## src/rtl/axi_lite_pkg.sv

```systemverilog
// Shared response codes, FSM state encodings and address decode for the AXI-Lite slave front-end.
package axi_lite_pkg;

    localparam logic [1:0] RESP_OKAY   = 2'b00;
    localparam logic [1:0] RESP_SLVERR = 2'b10;
    localparam logic [1:0] RESP_DECERR = 2'b11;

    typedef enum logic [1:0] {
        WR_IDLE = 2'd0,
        WR_REQ  = 2'd1,
        WR_RESP = 2'd2
    } wr_state_e;

    typedef enum logic [1:0] {
        RD_IDLE = 2'd0,
        RD_REQ  = 2'd1,
        RD_RESP = 2'd2
    } rd_state_e;

    // Operands are widened past any legal address width so base + size cannot wrap.
    function automatic logic in_range(input logic [64:0] addr,
                                      input logic [64:0] base,
                                      input logic [64:0] size);
        return (addr >= base) && (addr < (base + size));
    endfunction

endpackage

```

## src/rtl/req_timeout_cnt.sv

```systemverilog
// Saturating watchdog for a backend request; expired_o pulses in the
// TIMEOUT_CYCLES-th consecutive cycle that run_i is high.
module req_timeout_cnt #(
    parameter int unsigned TIMEOUT_CYCLES = 16
) (
    input  logic clk_i,
    input  logic resetn_i,
    input  logic run_i,
    output logic expired_o
);

    localparam int unsigned      CNT_W    = $clog2(TIMEOUT_CYCLES + 1);
    localparam logic [CNT_W-1:0] CNT_MAX  = CNT_W'(TIMEOUT_CYCLES);
    localparam logic [CNT_W-1:0] CNT_LAST = CNT_W'(TIMEOUT_CYCLES - 1);

    logic [CNT_W-1:0] cnt_q, cnt_d;

    always_comb begin
        cnt_d = cnt_q;
        if (!run_i) begin
            cnt_d = '0;
        end else if (cnt_q != CNT_MAX) begin
            cnt_d = cnt_q + 1'b1;
        end
    end

    always_ff @(posedge clk_i or negedge resetn_i) begin
        if (!resetn_i) begin
            cnt_q <= '0;
        end else begin
            cnt_q <= cnt_d;
        end
    end

    assign expired_o = run_i && (cnt_q == CNT_LAST);

endmodule

```

## src/rtl/axi_lite_slave_ctrl.sv

```systemverilog
// AXI-Lite slave front-end: independent write/read FSMs bridging to a req/ack
// backend, with address-window decode (DECERR) and backend timeout (SLVERR).
module axi_lite_slave_ctrl
    import axi_lite_pkg::*;
#(
    parameter int unsigned ADDR_WIDTH     = 32,
    parameter int unsigned DATA_WIDTH     = 32,
    parameter int unsigned STRB_WIDTH     = DATA_WIDTH / 8,
    parameter int unsigned ADDR_BASE      = 32'h0000_0000,
    parameter int unsigned ADDR_SIZE      = 32'h0000_1000,
    parameter int unsigned TIMEOUT_CYCLES = 16
) (
    input  logic                  clk_i,
    input  logic                  resetn_i,

    input  logic [ADDR_WIDTH-1:0] s_awaddr_i,
    input  logic [2:0]            s_awprot_i,
    input  logic                  s_awvalid_i,
    output logic                  s_awready_o,

    input  logic [DATA_WIDTH-1:0] s_wdata_i,
    input  logic [STRB_WIDTH-1:0] s_wstrb_i,
    input  logic                  s_wvalid_i,
    output logic                  s_wready_o,

    output logic [1:0]            s_bresp_o,
    output logic                  s_bvalid_o,
    input  logic                  s_bready_i,

    input  logic [ADDR_WIDTH-1:0] s_araddr_i,
    input  logic [2:0]            s_arprot_i,
    input  logic                  s_arvalid_i,
    output logic                  s_arready_o,

    output logic [DATA_WIDTH-1:0] s_rdata_o,
    output logic [1:0]            s_rresp_o,
    output logic                  s_rvalid_o,
    input  logic                  s_rready_i,

    output logic                  wr_req_o,
    output logic [ADDR_WIDTH-1:0] wr_addr_o,
    output logic [DATA_WIDTH-1:0] wr_data_o,
    output logic [STRB_WIDTH-1:0] wr_strb_o,
    output logic [2:0]            wr_prot_o,
    input  logic                  wr_ack_i,
    input  logic [1:0]            wr_resp_i,

    output logic                  rd_req_o,
    output logic [ADDR_WIDTH-1:0] rd_addr_o,
    output logic [2:0]            rd_prot_o,
    input  logic                  rd_ack_i,
    input  logic [DATA_WIDTH-1:0] rd_data_i,
    input  logic [1:0]            rd_resp_i
);

    function automatic logic addr_hit(input logic [ADDR_WIDTH-1:0] a);
        return in_range(65'(a), 65'(ADDR_BASE), 65'(ADDR_SIZE));
    endfunction

    wr_state_e             wr_state_q;
    logic                  aw_held_q, w_held_q;
    logic                  awready_q, wready_q, wr_req_q, bvalid_q;
    logic [1:0]            bresp_q;
    logic [ADDR_WIDTH-1:0] wr_addr_q;
    logic [DATA_WIDTH-1:0] wr_data_q;
    logic [STRB_WIDTH-1:0] wr_strb_q;
    logic [2:0]            wr_prot_q;

    rd_state_e             rd_state_q;
    logic                  arready_q, rd_req_q, rvalid_q;
    logic [1:0]            rresp_q;
    logic [ADDR_WIDTH-1:0] rd_addr_q;
    logic [2:0]            rd_prot_q;
    logic [DATA_WIDTH-1:0] rdata_q;

    logic                  aw_hs, w_hs, ar_hs, aw_have, w_have;
    logic                  wr_expired, rd_expired;
    logic [ADDR_WIDTH-1:0] aw_addr_cur;

    assign aw_hs   = s_awvalid_i && awready_q;
    assign w_hs    = s_wvalid_i  && wready_q;
    assign ar_hs   = s_arvalid_i && arready_q;
    assign aw_have = aw_held_q || aw_hs;
    assign w_have  = w_held_q  || w_hs;
    // Decode the address arriving this cycle so the backend req can rise right after the last handshake.
    assign aw_addr_cur = aw_hs ? s_awaddr_i : wr_addr_q;

    req_timeout_cnt #(.TIMEOUT_CYCLES(TIMEOUT_CYCLES)) u_wr_timeout (
        .clk_i     (clk_i),
        .resetn_i  (resetn_i),
        .run_i     (wr_req_q),
        .expired_o (wr_expired)
    );

    req_timeout_cnt #(.TIMEOUT_CYCLES(TIMEOUT_CYCLES)) u_rd_timeout (
        .clk_i     (clk_i),
        .resetn_i  (resetn_i),
        .run_i     (rd_req_q),
        .expired_o (rd_expired)
    );

    always_ff @(posedge clk_i or negedge resetn_i) begin
        if (!resetn_i) begin
            wr_state_q <= WR_IDLE;
            aw_held_q  <= 1'b0;
            w_held_q   <= 1'b0;
            awready_q  <= 1'b0;
            wready_q   <= 1'b0;
            wr_req_q   <= 1'b0;
            bvalid_q   <= 1'b0;
            bresp_q    <= RESP_OKAY;
            wr_addr_q  <= '0;
            wr_data_q  <= '0;
            wr_strb_q  <= '0;
            wr_prot_q  <= '0;
        end else begin
            case (wr_state_q)
                WR_IDLE: begin
                    if (aw_hs) begin
                        wr_addr_q <= s_awaddr_i;
                        wr_prot_q <= s_awprot_i;
                        aw_held_q <= 1'b1;
                    end
                    if (w_hs) begin
                        wr_data_q <= s_wdata_i;
                        wr_strb_q <= s_wstrb_i;
                        w_held_q  <= 1'b1;
                    end
                    awready_q <= !aw_have;
                    wready_q  <= !w_have;
                    if (aw_have && w_have) begin
                        if (addr_hit(aw_addr_cur)) begin
                            wr_req_q   <= 1'b1;
                            wr_state_q <= WR_REQ;
                        end else begin
                            bvalid_q   <= 1'b1;
                            bresp_q    <= RESP_DECERR;
                            wr_state_q <= WR_RESP;
                        end
                    end
                end
                WR_REQ: begin
                    if (wr_ack_i) begin
                        wr_req_q   <= 1'b0;
                        bvalid_q   <= 1'b1;
                        bresp_q    <= wr_resp_i;
                        wr_state_q <= WR_RESP;
                    end else if (wr_expired) begin
                        wr_req_q   <= 1'b0;
                        bvalid_q   <= 1'b1;
                        bresp_q    <= RESP_SLVERR;
                        wr_state_q <= WR_RESP;
                    end
                end
                WR_RESP: begin
                    if (s_bready_i) begin
                        bvalid_q   <= 1'b0;
                        aw_held_q  <= 1'b0;
                        w_held_q   <= 1'b0;
                        awready_q  <= 1'b1;
                        wready_q   <= 1'b1;
                        wr_state_q <= WR_IDLE;
                    end
                end
                default: wr_state_q <= WR_IDLE;
            endcase
        end
    end

    always_ff @(posedge clk_i or negedge resetn_i) begin
        if (!resetn_i) begin
            rd_state_q <= RD_IDLE;
            arready_q  <= 1'b0;
            rd_req_q   <= 1'b0;
            rvalid_q   <= 1'b0;
            rresp_q    <= RESP_OKAY;
            rd_addr_q  <= '0;
            rd_prot_q  <= '0;
            rdata_q    <= '0;
        end else begin
            case (rd_state_q)
                RD_IDLE: begin
                    arready_q <= !ar_hs;
                    if (ar_hs) begin
                        rd_addr_q <= s_araddr_i;
                        rd_prot_q <= s_arprot_i;
                        if (addr_hit(s_araddr_i)) begin
                            rd_req_q   <= 1'b1;
                            rd_state_q <= RD_REQ;
                        end else begin
                            rvalid_q   <= 1'b1;
                            rresp_q    <= RESP_DECERR;
                            rdata_q    <= '0;
                            rd_state_q <= RD_RESP;
                        end
                    end
                end
                RD_REQ: begin
                    if (rd_ack_i) begin
                        rd_req_q   <= 1'b0;
                        rvalid_q   <= 1'b1;
                        rresp_q    <= rd_resp_i;
                        rdata_q    <= rd_data_i;
                        rd_state_q <= RD_RESP;
                    end else if (rd_expired) begin
                        rd_req_q   <= 1'b0;
                        rvalid_q   <= 1'b1;
                        rresp_q    <= RESP_SLVERR;
                        rdata_q    <= '0;
                        rd_state_q <= RD_RESP;
                    end
                end
                RD_RESP: begin
                    if (s_rready_i) begin
                        rvalid_q   <= 1'b0;
                        arready_q  <= 1'b1;
                        rd_state_q <= RD_IDLE;
                    end
                end
                default: rd_state_q <= RD_IDLE;
            endcase
        end
    end

    assign s_awready_o = awready_q;
    assign s_wready_o  = wready_q;
    assign s_bvalid_o  = bvalid_q;
    assign s_bresp_o   = bresp_q;
    assign wr_req_o    = wr_req_q;
    assign wr_addr_o   = wr_addr_q;
    assign wr_data_o   = wr_data_q;
    assign wr_strb_o   = wr_strb_q;
    assign wr_prot_o   = wr_prot_q;

    assign s_arready_o = arready_q;
    assign s_rvalid_o  = rvalid_q;
    assign s_rresp_o   = rresp_q;
    assign s_rdata_o   = rdata_q;
    assign rd_req_o    = rd_req_q;
    assign rd_addr_o   = rd_addr_q;
    assign rd_prot_o   = rd_prot_q;

endmodule

```

## config.mk

```make
export PLATFORM = sky130hd
export DESIGN_NAME = axi_lite_slave_ctrl
export DESIGN_NICKNAME = d
export VERILOG_FILES = /design/src/rtl/axi_lite_pkg.sv /design/src/rtl/req_timeout_cnt.sv /design/src/rtl/axi_lite_slave_ctrl.sv
export SDC_FILE = /design/constraint.sdc
export NUM_CORES = 1
export LEC_CHECK = 0
export ABC_CLOCK_PERIOD_IN_PS = 2200
export CAP_MARGIN = 20
export CORE_UTILIZATION = 42
export DETAILED_ROUTE_END_ITERATION = 7
export PLACE_DENSITY = 0.8
export SLEW_MARGIN = 20
export SYNTH_ARGS = -nofsm -noshare
export SYNTH_HDL_FRONTEND = slang
export SYNTH_SLANG_ARGS = --single-unit
export TNS_END_PERCENT = 100
```

## constraint.sdc

```tcl
create_clock -name clk_i -period 2.2 [get_ports clk_i]
set_input_delay 0.55 -clock clk_i [delete_from_list [all_inputs] [get_ports clk_i]]
set_output_delay 0.55 -clock clk_i [all_outputs]
set_load 0.02 [all_outputs]
```

==> results.md <==
* Placement Cell Area at 10,380 um^2
* Fin nets at 1,031
* Largest net degree at the start of global routing at 56
* DP Wirelength at 14,400 um
* Critical path's largest stage delay at 0.65 ns
* CP Buf/Inv Count at 1
* GRT Residual Overflow at 0
* Critical-path top delay cell: clkdlybuf4s50_1
* Cell Pwr Density at 1292 nW/um^2
* Syn avg cell area at 12.73 um^2
* CP Cell Sequence: clkdlybuf4s50_1
* WP data arrival at 1.53 ns
* Relative slew slack at 64.47%
* Drt first pass iters at 4
* Switching power at 4.964 mW
* Ratio of cells with drive above 1 in the final layout at 23.16%
* Initial antenna violation count at 1
* GRT Util Overall at 22.32%
* Vias after detailed routing at 5,415
* Vias per cell at 4.936
* I/O pin cnt at 300
* Finished Cell Area at 10,930 um^2
* Register area share after synthesis at 59.64%
* CTS Buf Count at 17
* Net count after synthesis at 707
* # clock sinks at 165
* Flop pwr share at 34.7%
* Clock Latency Late Sink at 0.41 ns
* Rows at 46
* H-tree levels at 4
* CTS tree: done
* Comb pwr share at 46.4%
* Clk pin slew, worst setup/hold paths at 0.06 ns
* Worst-Margin Slew at 0.5256 ns
* Period utilisation layout at 94.52%
* Area of the die at 17,000 um^2
* Post-DRT Antenna Nets at 0
* Clk pwr share at 18.9%
* Run status: complete, no violations
* WP data required at 1.65 ns
* Ys flop type: dfrtp_1
* Final wirelength at 18,720 um
* Cts hold-fix bufs at 0
* Vias in the first global route at 5,693
* Sw Ratio at 35.15%
* Leak at 4.588 nW
* Crit start category: flip-flop
* Final Setup Violations at 0
* Synth Register Bits at 165
* Area of the multi-input gates at 2613 um^2
* Die W at 130.4 um
* Hold Fails Final Rpt at 0
* Fmax at 480.9 MHz
* First-pass GRT wire length at 28,630 um
* Post-layout min period at 2.079 ns
* Max-Cap Viols at 0
* Die height at 130.4 um
* Clock skew at 0.01154 ns
* HP Class: in2async
* Mapped Area at 6923 um^2
* Peak VDD IR at 0.0007622 V
* Root cell of the clock tree: clkbuf_16
* Antenna diodes at 0
* Int Pwr at 9.158 mW
* Max Transition Viols Final at 0
* EDFF count, synth at 0
* Post-synthesis cell count at 544
* Crit end category: output pin
* Final hold slack at 0.09730 ns
* Wirelength per Cell at 17.06 um
* # fillers at 1,187
* Flip-flop and latch area at 4129 um^2
* Port Buf Inserts at 299
* Asr flop ratio synth at 100.0%
* Initial DRC count at 216
* Final RePlAce weighted congestion at 0.8456
* CP delay by family, top: buffers and inverters
* Core area at 16,000 um^2
* Synth warn at 0
* Area grow syn2layout at 57.94%
* Initial Utilization at 43.27%
* Longest Clk Path Bufs at 2
* DRC errors left at 0
* Max FO, Critical Path at 6
* Netlist cell types at 45
* CP Class: reg2out
==> cells in the final DEF (no fill, tap or decap), types with 3 or more instances in the layout <==
cell             instances
a21boi_0                 3
a21oi_1                  7
and2_1                   3
and3_1                   4
buf_12                   9
buf_4                   20
clkbuf_16               17
clkdlybuf4s50_1        298
clkinv_2                 5
clkinv_4                 5
clkinvlp_4               3
dfrtp_1                165
ha_1                    12
inv_1                   17
mux2_2                 109
mux2i_1                  3
nand2_1                 76
nand2_2                 10
nand3_1                  5
nor2_1                   9
nor2b_1                  3
nor3_1                   3
nor4_1                  15
o21ai_0                 30
o21ai_2                 14
==> repair_timing <==
action,CTS,global route
setup endpoints to repair,0,33
gates resized for setup,0,1
buffers inserted,0,2
==> cell families (layout without fill, tap and decap cells) <==
family | after synthesis | count (layout) | share of synthesized area [%]
AOI/OAI and AO/OA | 73 | 73 | 7.265
xor gates and xnor gates | 4 | 4 | 0.5061
adders and majority gates | 12 | 12 | 2.169
buffers and inverters | 40 | 377 | 2.765
DFF | 165 | 165 | 59.64
muxes | 112 | 112 | 18.16
and+or+nand+nor | 138 | 138 | 9.489
==> area by class of cell <==
| class | count | share of cell area (%) |
|---|---|---|
| timing repair buffer | 328 | 30.40 |
| tap | 216 | 2.472 |
| clock buffer | 17 | 3.891 |
| sequential | 165 | 37.76 |
| multi-input combinational | 339 | 23.89 |
| clock inverter | 15 | 0.9955 |
| inverter | 17 | 0.5836 |
==> layer usage <==
| layer | routed length (um) | up-vias | GRT usage [%] |
|---|---|---|---|
| met5 | 17 | - | 0 |
| met4 | 401 | 2 | 8.384 |
| met3 | 1752 | 33 | 8.510 |
| met2 | 9732 | 219 | 40.80 |
| met1 | 6811 | 2611 | 23.14 |
| li1 | - | 2550 | - |
==> sequential cells by signal, summed over array words and instances (netlist names), 3 cells and up <==
register / flops
rd_addr_o: 32
rd_prot_o: 3
s_rdata_o: 32
u_rd_timeout.cnt_q: 5
u_wr_timeout.cnt_q: 5
wr_addr_o: 32
wr_data_o: 32
wr_prot_o: 3
wr_strb_o: 4
==> power by group through the flow <==
| stage | Combinational, mW | Clock, mW | Sequential (mW) |
|---|---|---|---|
| after detailed placement | 6.57 | 0 | 4.94 |
| after CTS | 6.61 | 2.74 | 4.90 |
| after global routing | 6.96 | 2.88 | 5.04 |
| after floorplan | 2.10 | 0 | 6.18 |
| final | 6.55 | 2.67 | 4.90 |
| after global placement | 6.42 | 0 | 4.84 |
==> per-stage QoR <==
stage	power [mW]	setup slack (ns)	setup TNS (ns)	utilization (%)	std cells
final	14.12	0.1206	0	68.34	1097
after global placement	11.26	-0.2778	-9.436	64.87	1063
after CTS	14.25	0.08760	0	68.21	1095
after floorplan	8.284	0.2483	0	-	544
after global routing	14.88	-0.01021	-0.02379	68.34	1097
after detailed placement	11.52	-0.2640	-9.057	64.87	1063
==> synthesized netlist by cell type, types with 2 or more instances <==
master	count	area share, %
nor2_1	9	0.49
and2_1	3	0.27
a211oi_1	2	0.22
o21ai_2	14	1.8
nand3_1	6	0.43
a31oi_1	2	0.18
nor2b_1	3	0.27
o21ai_0	30	2.2
dfrtp_1	165	60
clkbuf_2	2	0.14
a21o_1	2	0.22
nor3_1	3	0.22
inv_1	17	0.92
mux2i_1	3	0.43
buf_2	10	0.72
o21ai_1	2	0.14
a22oi_2	2	0.36
mux2_2	109	18
or4b_2	2	0.29
clkbuf_1	8	0.43
nor4_1	15	1.4
nand2_2	10	0.90
nand2_1	76	4.1
a21boi_0	3	0.33
ha_1	12	2.2
nand4_1	2	0.18
a21oi_1	7	0.51
xor2_1	2	0.25
and3_1	4	0.36
buf_6	2	0.33
xnor2_1	2	0.25
nor4b_1	2	0.25
==> final timing paths <==
kind | startpoint | to | slack, ns | depth (start not counted)
max | s_wready_o | s_wready_o | 0.12 | 1
min | resetn_i | wr_addr_o[21] | 0.1 | 1
max reg2reg | u_rd_timeout.cnt_q[0] | s_rdata_o[5] | 0.13 | 9
min reg2reg | s_rdata_o[1] | s_rdata_o[1] | 0.48 | 2
max in group asynchronous | resetn_i | s_rdata_o[11] | 1.48 | 2
min in group clk_i | s_rdata_o[1] | s_rdata_o[1] | 0.48 | 2
(Power assumes the default switching activity.)
